===== src/rtl/hw_timer.sv =====
// hw_timer
//   Memory-mapped 32-bit down-counter that raises the lowest-priority
//   hardware interrupt line of the CP0 exception unit. Supports one-shot and
//   periodic operation plus an interrupt mask.
//
//   Register map (word select Addr[3:2]):
//     0 CTRL    [0] En, [2:1] Mode (01 periodic, otherwise one-shot), [3] IM
//     1 PRESET  32-bit reload value
//     2 COUNT   32-bit current count, read-only
//     3 reserved, reads 0, writes ignored
//
//   Optional build macro: TIMER_PRESCALE_EN
//     When defined, COUNT decrements once every PRESCALE cycles instead of
//     every cycle. When undefined, PRESCALE has no effect.
//
// Ports
//   clk    in   system clock, rising-edge
//   rst_n  in   asynchronous active-low reset
//   Addr   in   [3:2] register word select
//   We     in   write enable
//   Din    in   [31:0] write data
//   Dout   out  [31:0] combinational read data
//   IRQ    out  interrupt request (IM & pend)
//
// FSM
//   state  | meaning
//   IDLE   | timer stopped, waiting for En
//   LOAD   | COUNT <= PRESET, prescaler cleared
//   CNT    | counting down toward 0
//   INT    | terminal count reached, pend set; reload or stop by mode
module hw_timer #(
  parameter int PRESCALE = 4
) (
  input  logic        clk,
  input  logic        rst_n,
  input  logic [3:2]  Addr,
  input  logic        We,
  input  logic [31:0] Din,
  output logic [31:0] Dout,
  output logic        IRQ
);

  typedef enum logic [1:0] {
    S_IDLE = 2'd0,
    S_LOAD = 2'd1,
    S_CNT  = 2'd2,
    S_INT  = 2'd3
  } state_t;

  localparam logic [1:0] ADDR_CTRL   = 2'd0;
  localparam logic [1:0] ADDR_PRESET = 2'd1;
  localparam logic [1:0] ADDR_COUNT  = 2'd2;

  state_t      state;
  state_t      state_nxt;

  logic [3:0]  ctrl;
  logic [31:0] preset;
  logic [31:0] count;
  logic        pend;

  logic        ctrl_en;
  logic        ctrl_im;
  logic        periodic;

  logic        wr_ctrl;
  logic        wr_preset;

  logic        load_cnt;
  logic        run_cnt;
  logic        dec_cnt;
  logic        set_pend;
  logic        clr_pend_int;
  logic        clr_en;
  logic        tick;

  assign ctrl_en  = ctrl[0];
  assign periodic = (ctrl[2:1] == 2'b01);
  assign ctrl_im  = ctrl[3];

  assign wr_ctrl   = We && (Addr == ADDR_CTRL);
  assign wr_preset = We && (Addr == ADDR_PRESET);

`ifdef TIMER_PRESCALE_EN
  // A PRESCALE of 1 would give a zero-width counter; keep at least one bit
  // and let the compare against 0 tick every cycle.
  localparam int              PRE_W    = (PRESCALE > 1) ? $clog2(PRESCALE) : 1;
  localparam logic [PRE_W-1:0] PRE_LAST = PRE_W'(PRESCALE - 1);

  logic [PRE_W-1:0] pre_cnt;

  assign tick = (pre_cnt == PRE_LAST);

  always_ff @(posedge clk or negedge rst_n) begin
    if (!rst_n) begin
      pre_cnt <= '0;
    end else if (load_cnt) begin
      pre_cnt <= '0;
    end else if (run_cnt) begin
      pre_cnt <= tick ? '0 : pre_cnt + 1'b1;
    end
  end
`else
  logic unused_prescale;

  assign unused_prescale = (PRESCALE != 0);
  assign tick            = 1'b1;
`endif

  always_ff @(posedge clk or negedge rst_n) begin
    if (!rst_n) begin
      state <= S_IDLE;
    end else begin
      state <= state_nxt;
    end
  end

  always_comb begin
    state_nxt    = state;
    load_cnt     = 1'b0;
    run_cnt      = 1'b0;
    dec_cnt      = 1'b0;
    set_pend     = 1'b0;
    clr_pend_int = 1'b0;
    clr_en       = 1'b0;
    case (state)
      S_IDLE: begin
        if (ctrl_en) begin
          state_nxt = S_LOAD;
        end
      end
      S_LOAD: begin
        load_cnt  = 1'b1;
        state_nxt = S_CNT;
      end
      S_CNT: begin
        if (!ctrl_en) begin
          state_nxt = S_IDLE;
        end else if (count == 32'd0) begin
          set_pend  = 1'b1;
          state_nxt = S_INT;
        end else begin
          run_cnt = 1'b1;
          dec_cnt = tick;
        end
      end
      S_INT: begin
        if (periodic) begin
          clr_pend_int = 1'b1;
          state_nxt    = S_LOAD;
        end else begin
          clr_en    = 1'b1;
          state_nxt = S_IDLE;
        end
      end
      default: begin
        state_nxt = S_IDLE;
      end
    endcase
  end

  // A software write to CTRL takes priority over the one-shot auto-clear
  // of En, so software can re-arm in the very cycle the timer expires.
  always_ff @(posedge clk or negedge rst_n) begin
    if (!rst_n) begin
      ctrl <= 4'd0;
    end else if (wr_ctrl) begin
      ctrl <= Din[3:0];
    end else if (clr_en) begin
      ctrl[0] <= 1'b0;
    end
  end

  always_ff @(posedge clk or negedge rst_n) begin
    if (!rst_n) begin
      preset <= 32'd0;
    end else if (wr_preset) begin
      preset <= Din;
    end
  end

  always_ff @(posedge clk or negedge rst_n) begin
    if (!rst_n) begin
      count <= 32'd0;
    end else if (load_cnt) begin
      count <= preset;
    end else if (dec_cnt) begin
      count <= count - 32'd1;
    end
  end

  // Reaching terminal count wins over a coincident register write so an
  // expiry is never lost.
  always_ff @(posedge clk or negedge rst_n) begin
    if (!rst_n) begin
      pend <= 1'b0;
    end else if (set_pend) begin
      pend <= 1'b1;
    end else if (wr_ctrl || wr_preset || clr_pend_int) begin
      pend <= 1'b0;
    end
  end

  always_comb begin
    Dout = 32'd0;
    case (Addr)
      ADDR_CTRL:   Dout = {28'd0, ctrl};
      ADDR_PRESET: Dout = preset;
      ADDR_COUNT:  Dout = count;
      default:     Dout = 32'd0;
    endcase
  end

  // Both operands come straight from flops, so CP0 sees a clean level.
  assign IRQ = ctrl_im & pend;

endmodule


===== config.mk =====
export PLATFORM = sky130hd
export DESIGN_NAME = hw_timer
export DESIGN_NICKNAME = d
export VERILOG_FILES = /design/src/rtl/hw_timer.sv
export SDC_FILE = /design/constraint.sdc
export NUM_CORES = 1
export LEC_CHECK = 0
export ABC_AREA = 1
export CORE_MARGIN = 4
export CORE_UTILIZATION = 40
export DETAILED_ROUTE_END_ITERATION = 12
export GPL_ROUTABILITY_DRIVEN = 0
export PLACE_DENSITY = 0.62
export SYNTH_ARGS = -nofsm -noshare
export SYNTH_HDL_FRONTEND = slang
export SYNTH_SLANG_ARGS = --single-unit

===== constraint.sdc =====
create_clock -name clk -period 3.1 [get_ports clk]
set_input_delay 0.31 -clock clk [delete_from_list [all_inputs] [get_ports clk]]
set_output_delay 0.31 -clock clk [all_outputs]
set_load 0.01 [all_outputs]

==> flow_summary.toml, run 1 <==
[status]
status = "finished, final reports clean"

[drt]
viasPerCell = 5.15
totalWireLength_um = 11900
dr.pass1.iters = 6
drtAntennaViolNets = 0
drtIter0Drc = 246
drt-wirelength-per-cell_um = 15.0
drc_errors = 0
vias = 4085

[yosys]
synth_edf_count = 0
yosys.area_share.simple_pct = 35.5
yosysTopAreaCellShare_pct = 41.0
syn-num-nets = 625
ys_ff_latch = 71
synth_mux_area_share_pct = 6.76
syn_avg_cell_area_sq_um = 7.38
synth.area.top_cells = "dfrtp_1 (41%), nand2_1 (16%), nand3_1 (9.0%), mux2_2 (6.8%), nor2_1 (5.2%)"
synth_fa_ha_area_share_pct = 0.289
ys_warn_count = 0
synth_area_sq_mm = 0.00433
synth-xor-area-share_pct = 2.63
synthFlopType = "dfrtp_1"
synth_compound_area_share_pct = 6.55
async_flop_share_pct = 100
seq_area_frac_synth_pct = 41.0
syn_inst = 587
synth_cell_type_count = 27
synth_area_leader_cell = "dfrtp_1"
synth_top_family_by_area = "simple AND/OR/NAND/NOR gates"

[sta]
report.final.slew_viol_count = 0
hold_viol = 0
whs_ns = 0.0273
relSlewSlack_pct = 46.6
rsz0062_at_grt = "no"
fin_crit_ns = 2.45
clock_skew_ns = 0.0138
finalCritPeriodShare_pct = 79.1
setup_violations = 0
worst_pin_slew_ns = 0.801
fmax_mhz = 408
tns_ns = 0

[power_and_ir_drop]
p_total_mw = 4.21
leakagePower_nw = 2.40
ir_drop_mv = 0.314
cellPowerDensity_mw_per_mm2 = 789

[layout]
layout_common_cells = "nand2_1 (189), nand3_1 (78), dfrtp_1 (71)"
syn2layout_area_growth_pct = 23.0
drive_above_1_share_pct = 10.8
final_common_cell = "nand2_1"
fillers = 1039
fin_cells = 793
antenna_cells = 0
nets = 690

[floorplan]
die_h_um = 112
num_io_pins = 70
initial_utilization_pct = 41.6
num_rows = 37
die_x_um = 112
core_area_sq_mm = 0.0104
dieArea_sq_mm = 0.0126

[place]
port-buffer-count = 69
place_inst = 777
dpl.hpwl_um = 8720

[global_route]
gr-total-overflow = 0
grt_antenna_before_repair = 0
grt_use_total_pct = 19.9
grt_max_degree = 41
grt_pass1_vias = 4103
grt_pass1_wl_um = 20400

[clock_tree]
clk_latency_ns = 0.36
cts-root-buf = "clkbuf_8"
clk_pin_slew_ns = 0.08
cts_inserted_buffers = 9
cts_tree = "done"
cts.sinks = 71
hold_buffers = 0
cts_htree_levels = 3
clock_path_buffers = 2
cts_resized = 0
post_cts_buffers = 0

[critical_path]
cpPeakStageDelay_ns = 0.57
worstPathBufferInverterCount = 5
critPathLaunchType = "input port"
critical_path_arrival_ns = 2.14
cp-end-kind = "primary output"
worstPathCellList = "clkdlybuf4s50_1 -> inv_1 -> nor2_2 -> buf_4 -> inv_1 -> o22ai_1 -> clkdlybuf4s50_1"
crit_path_top_delay_cell = "clkdlybuf4s50_1"
crit_family = "buffers and inverters"
criticalPathCategory = "in2out"
crit_required_ns = 2.79
critPathMaxFanout = 32

[job]
maxCapViolCount = 0

[worst_hold_path]
hp-class = "in2async"
==> worst paths after layout <==
check	endpoint	startpoint	slack [ns]	cells after the start
min	preset[30]$_DFFE_PN0P_	rst_n	0.03	1
max in group asynchronous	preset[14]$_DFFE_PN0P_	rst_n	2.38	2
min reg2reg	count[14]$_DFFE_PN0P_	preset[14]$_DFFE_PN0P_	0.52	2
max reg2reg	count[29]$_DFFE_PN0P_	count[0]$_DFFE_PN0P_	0.87	10
min in group clk	preset[3]$_DFFE_PN0P_	Din[3]	0.51	3
max	Dout[9]	Addr[2]	0.65	7
==> synth_stat cells (2+ instances only) <==
cell type	count
clkbuf_1	11
nor2_2	8
nand4_1	9
inv_2	2
nand2_2	2
xor2_1	13
o21ai_0	34
buf_2	5
mux2_2	26
o21ai_1	7
a21oi_1	4
o211ai_1	4
dfrtp_1	71
nand2_1	189
o22ai_1	2
nand3_1	78
inv_1	46
nor2_4	3
buf_6	6
nor2_1	60
==> stage by stage <==
| stage | util (%) | setup slack (ns) | cell area [sq um] |
|---|---|---|---|
| after detailed placement | 49.2 | 0.643 | 5120 |
| after floorplan | - | 1.50 | 4330 |
| after CTS | 51.2 | 0.628 | 5330 |
| after global routing | 51.2 | 0.405 | 5330 |
| final | 51.2 | 0.646 | 5330 |
| after global placement | 49.2 | 0.657 | 5120 |
==> area by class of cell <==
class / count / area (sq um) / share of cell area, %
flip-flops and latches: 71 / 1780 / 33.3
inverters: 48 / 180 / 3.38
repair buffers: 76 / 751 / 14.1
multi-input cells: 446 / 2250 / 42.1
clock buffers: 11 / 151 / 2.84
well taps: 136 / 170 / 3.19
clock inverters: 5 / 56.3 / 1.06
==> logic make-up after synthesis <==
logic type,Yosys count
AND/OR/NAND/NOR,353
flip-flops,71
buffers and inverters,70
AO/OA/AOI/OAI,53
multiplexers,26
XOR/XNOR,13
adder cells (fa/ha/maj),1
==> routing by layer <==
| metal | global-route usage (%) | vias up | part of all wire, % |
|---|---|---|---|
| li1 | - | 2032 | - |
| met1 | 27.6 | 1910 | 46 |
| met2 | 31.6 | 130 | 46 |
| met3 | 4.37 | 13 | 6.5 |
| met4 | 5.77 | 0 | 1.3 |
| met5 | 0 | - | 0 |
==> flip-flops by register name (all words and copies together) (netlist names) <==
signal,flops
preset,32
pend,1
count,32
ctrl,4
state,2
==> power by group <==
group / internal [mW] / switching, mW
sequential: 1.22 / 0.341
clock: 0.414 / 0.364
combinational: 0.713 / 1.16
total: 2.35 / 1.86
Note: power is estimated with default switching activity, not from simulation.
==> inputs of run 2 (changes only) <==
==> constraint.sdc (replaced) <==
create_clock -name clk -period 2.5 [get_ports clk]
set_input_delay 0.25 -clock clk [delete_from_list [all_inputs] [get_ports clk]]
set_output_delay 0.25 -clock clk [all_outputs]
set_load 0.01 [all_outputs]
==> run 2 against run 1 <==
Sequential share of layout area hardly changed. Worst setup slack worse by 0.46 ns. Critical path depth is 2 lower. Worst hold slack better by 0.41 ns. Global-route usage is 0.25 points lower. Via count is 0.44% higher. Clock skew is 0.0030 ns lower. Largest cell class unchanged. Non-clock buffer count is 3 higher.
==> flow_summary.toml, run 2 (synthesis results as in run 1) <==
[status]
status = "finished, final reports clean"

[power_and_ir_drop]
ir_drop_mv = 0.369
leakagePower_nw = 2.41
p_total_mw = 5.20
cellPowerDensity_mw_per_mm2 = 974

[drt]
wl_met2_um = 5720
drt-wirelength-per-cell_um = 15.1
drc_errors = 0
vias = 4103
drtIter0Drc = 224
viasPerCell = 5.16
dr.pass1.iters = 4
route.met3.wl_um = 729
totalWireLength_um = 12000
top_layer = "met4"
met1_length_um = 5470
drtAntennaViolNets = 0

[sta]
fin_crit_ns = 2.31
whs_ns = 0.435
relSlewSlack_pct = 67.6
finalCritPeriodShare_pct = 92.5
hold_viol = 0
worst_pin_slew_ns = 0.487
tns_ns = 0
clock_skew_ns = 0.0107
setup_slack_ns = 0.186
rsz0062_at_grt = "no"
setup_violations = 0
fmax_mhz = 432
report.final.slew_viol_count = 0

[critical_path]
reg2reg_slack_ns = 0.46
worstPathBufferInverterCount = 3
critical_path_arrival_ns = 2.06
r2r_cells = 9
crit_family = "buffers and inverters"
cpPeakStageDelay_ns = 0.60
worstPathCellList = "clkdlybuf4s50_1 -> nand2_1 -> buf_4 -> o21ai_0 -> clkdlybuf4s50_1"
r2r-start = "count[0]$_DFFE_PN0P_"
crit_top_cell = "clkdlybuf4s50_1"
cp-end-kind = "primary output"
critPathLaunchType = "input port"
critPathMaxFanout = 28
crit_required_ns = 2.25
crit-reg2reg-capture = "count[9]$_DFFE_PN0P_"
criticalPathCategory = "in2out"
crit_path_top_delay_cell = "clkdlybuf4s50_1"

[layout]
nets = 693
fin_util_pct = 51.2
final_common_cell = "nand2_1"
layout_common_cells = "nand2_1 (189), nand3_1 (78), dfrtp_1 (71)"
antenna_cells = 0
finish.instance_area_sq_mm = 0.00534
syn2layout_area_growth_pct = 23.1
drive_above_1_share_pct = 10.9
fillers = 1047
fin_cells = 795
reg_top3 = "count: 32 flops, preset: 32 flops, ctrl: 4 flops"

[clock_tree]
cts-root-buf = "clkbuf_8"
clk_pin_slew_ns = 0.08
clock_path_buffers = 2
cts_tree = "done"
cts_inserted_buffers = 9
cts_htree_levels = 3
clk_latency_ns = 0.35
cts.sinks = 71

[place]
placed_cell_area_sq_mm = 0.00514
port-buffer-count = 69
pre_cts_ws_ns = 0.214
place_inst = 779
dpl.hpwl_um = 8710

[floorplan]
initial_utilization_pct = 41.6
dieArea_sq_mm = 0.0126
num_rows = 37
num_io_pins = 70
die_x_um = 112
die_h_um = 112
core_area_sq_mm = 0.0104

[worst_hold_path]
hp-class = "in2async"

[global_route]
gr-total-overflow = 0
grt_antenna_before_repair = 0
grt_pass1_wl_um = 20500
grt_pass1_vias = 4169
grt_use_total_pct = 19.7
grt_max_degree = 72

[job]
maxCapViolCount = 0
run 2: changes by cell type in the layout (fill, tap and decap cells not counted), sizes merged:
cell         change
clkinv           +2
buf              +2
dlygate4sd3      +1
clkinvlp         -1
clkbuf           -2
run 2: worst max path at each step:
stage	depth (start not counted)	end	startpoint	slack, ns
after floorplan	10	count[29]$_DFFE_PN0P_	count[0]$_DFFE_PN0P_	0.90
after global placement	5	Dout[26]	Addr[3]	0.22
after detailed placement	5	Dout[26]	Addr[3]	0.21
after CTS	5	Dout[26]	Addr[3]	0.21
after global routing	5	Dout[26]	Addr[3]	0.13
final	5	Dout[26]	Addr[3]	0.19
run 2: what timing repair did:
item,4_1_cts,5_1_grt
setup buffers,0,0
resized for setup,0,0
hold endpoints to repair,71,0
endpoints found under the setup margin,0,0
hold buffers,1,0
run 2: power breakdown:
group / total, mW / switching, mW / internal, mW / leakage [nW]
clock network: 0.907 / 0.453 / 0.454 / 0.0988
logic: 2.35 / 1.45 / 0.898 / 1.44
registers: 1.94 / 0.424 / 1.51 / 0.871
run 2: layout make-up:
class,instances,area (sq um),share of cell area (%)
Inverter,48,180,3.38
Clock inverter,6,62.6,1.17
Tap cell,136,170,3.19
Sequential cell,71,1780,33.3
Timing Repair Buffer,79,776,14.5
Clock buffer,9,124,2.32
Multi-Input combinational cell,446,2250,42.1
run 2: worst min-delay path, stage by stage:
cell and delay, ns:
dlygate4sd3_1 0.51, buf_2 0.12, buf_12 0.31
run 2: routing by layer:
metal | track usage [%] | vias to the layer above
li1 | - | 2037
met1 | 27.7 | 1931
met2 | 31.6 | 123
met3 | 3.88 | 12
met4 | 4.33 | 0
met5 | 0 | -
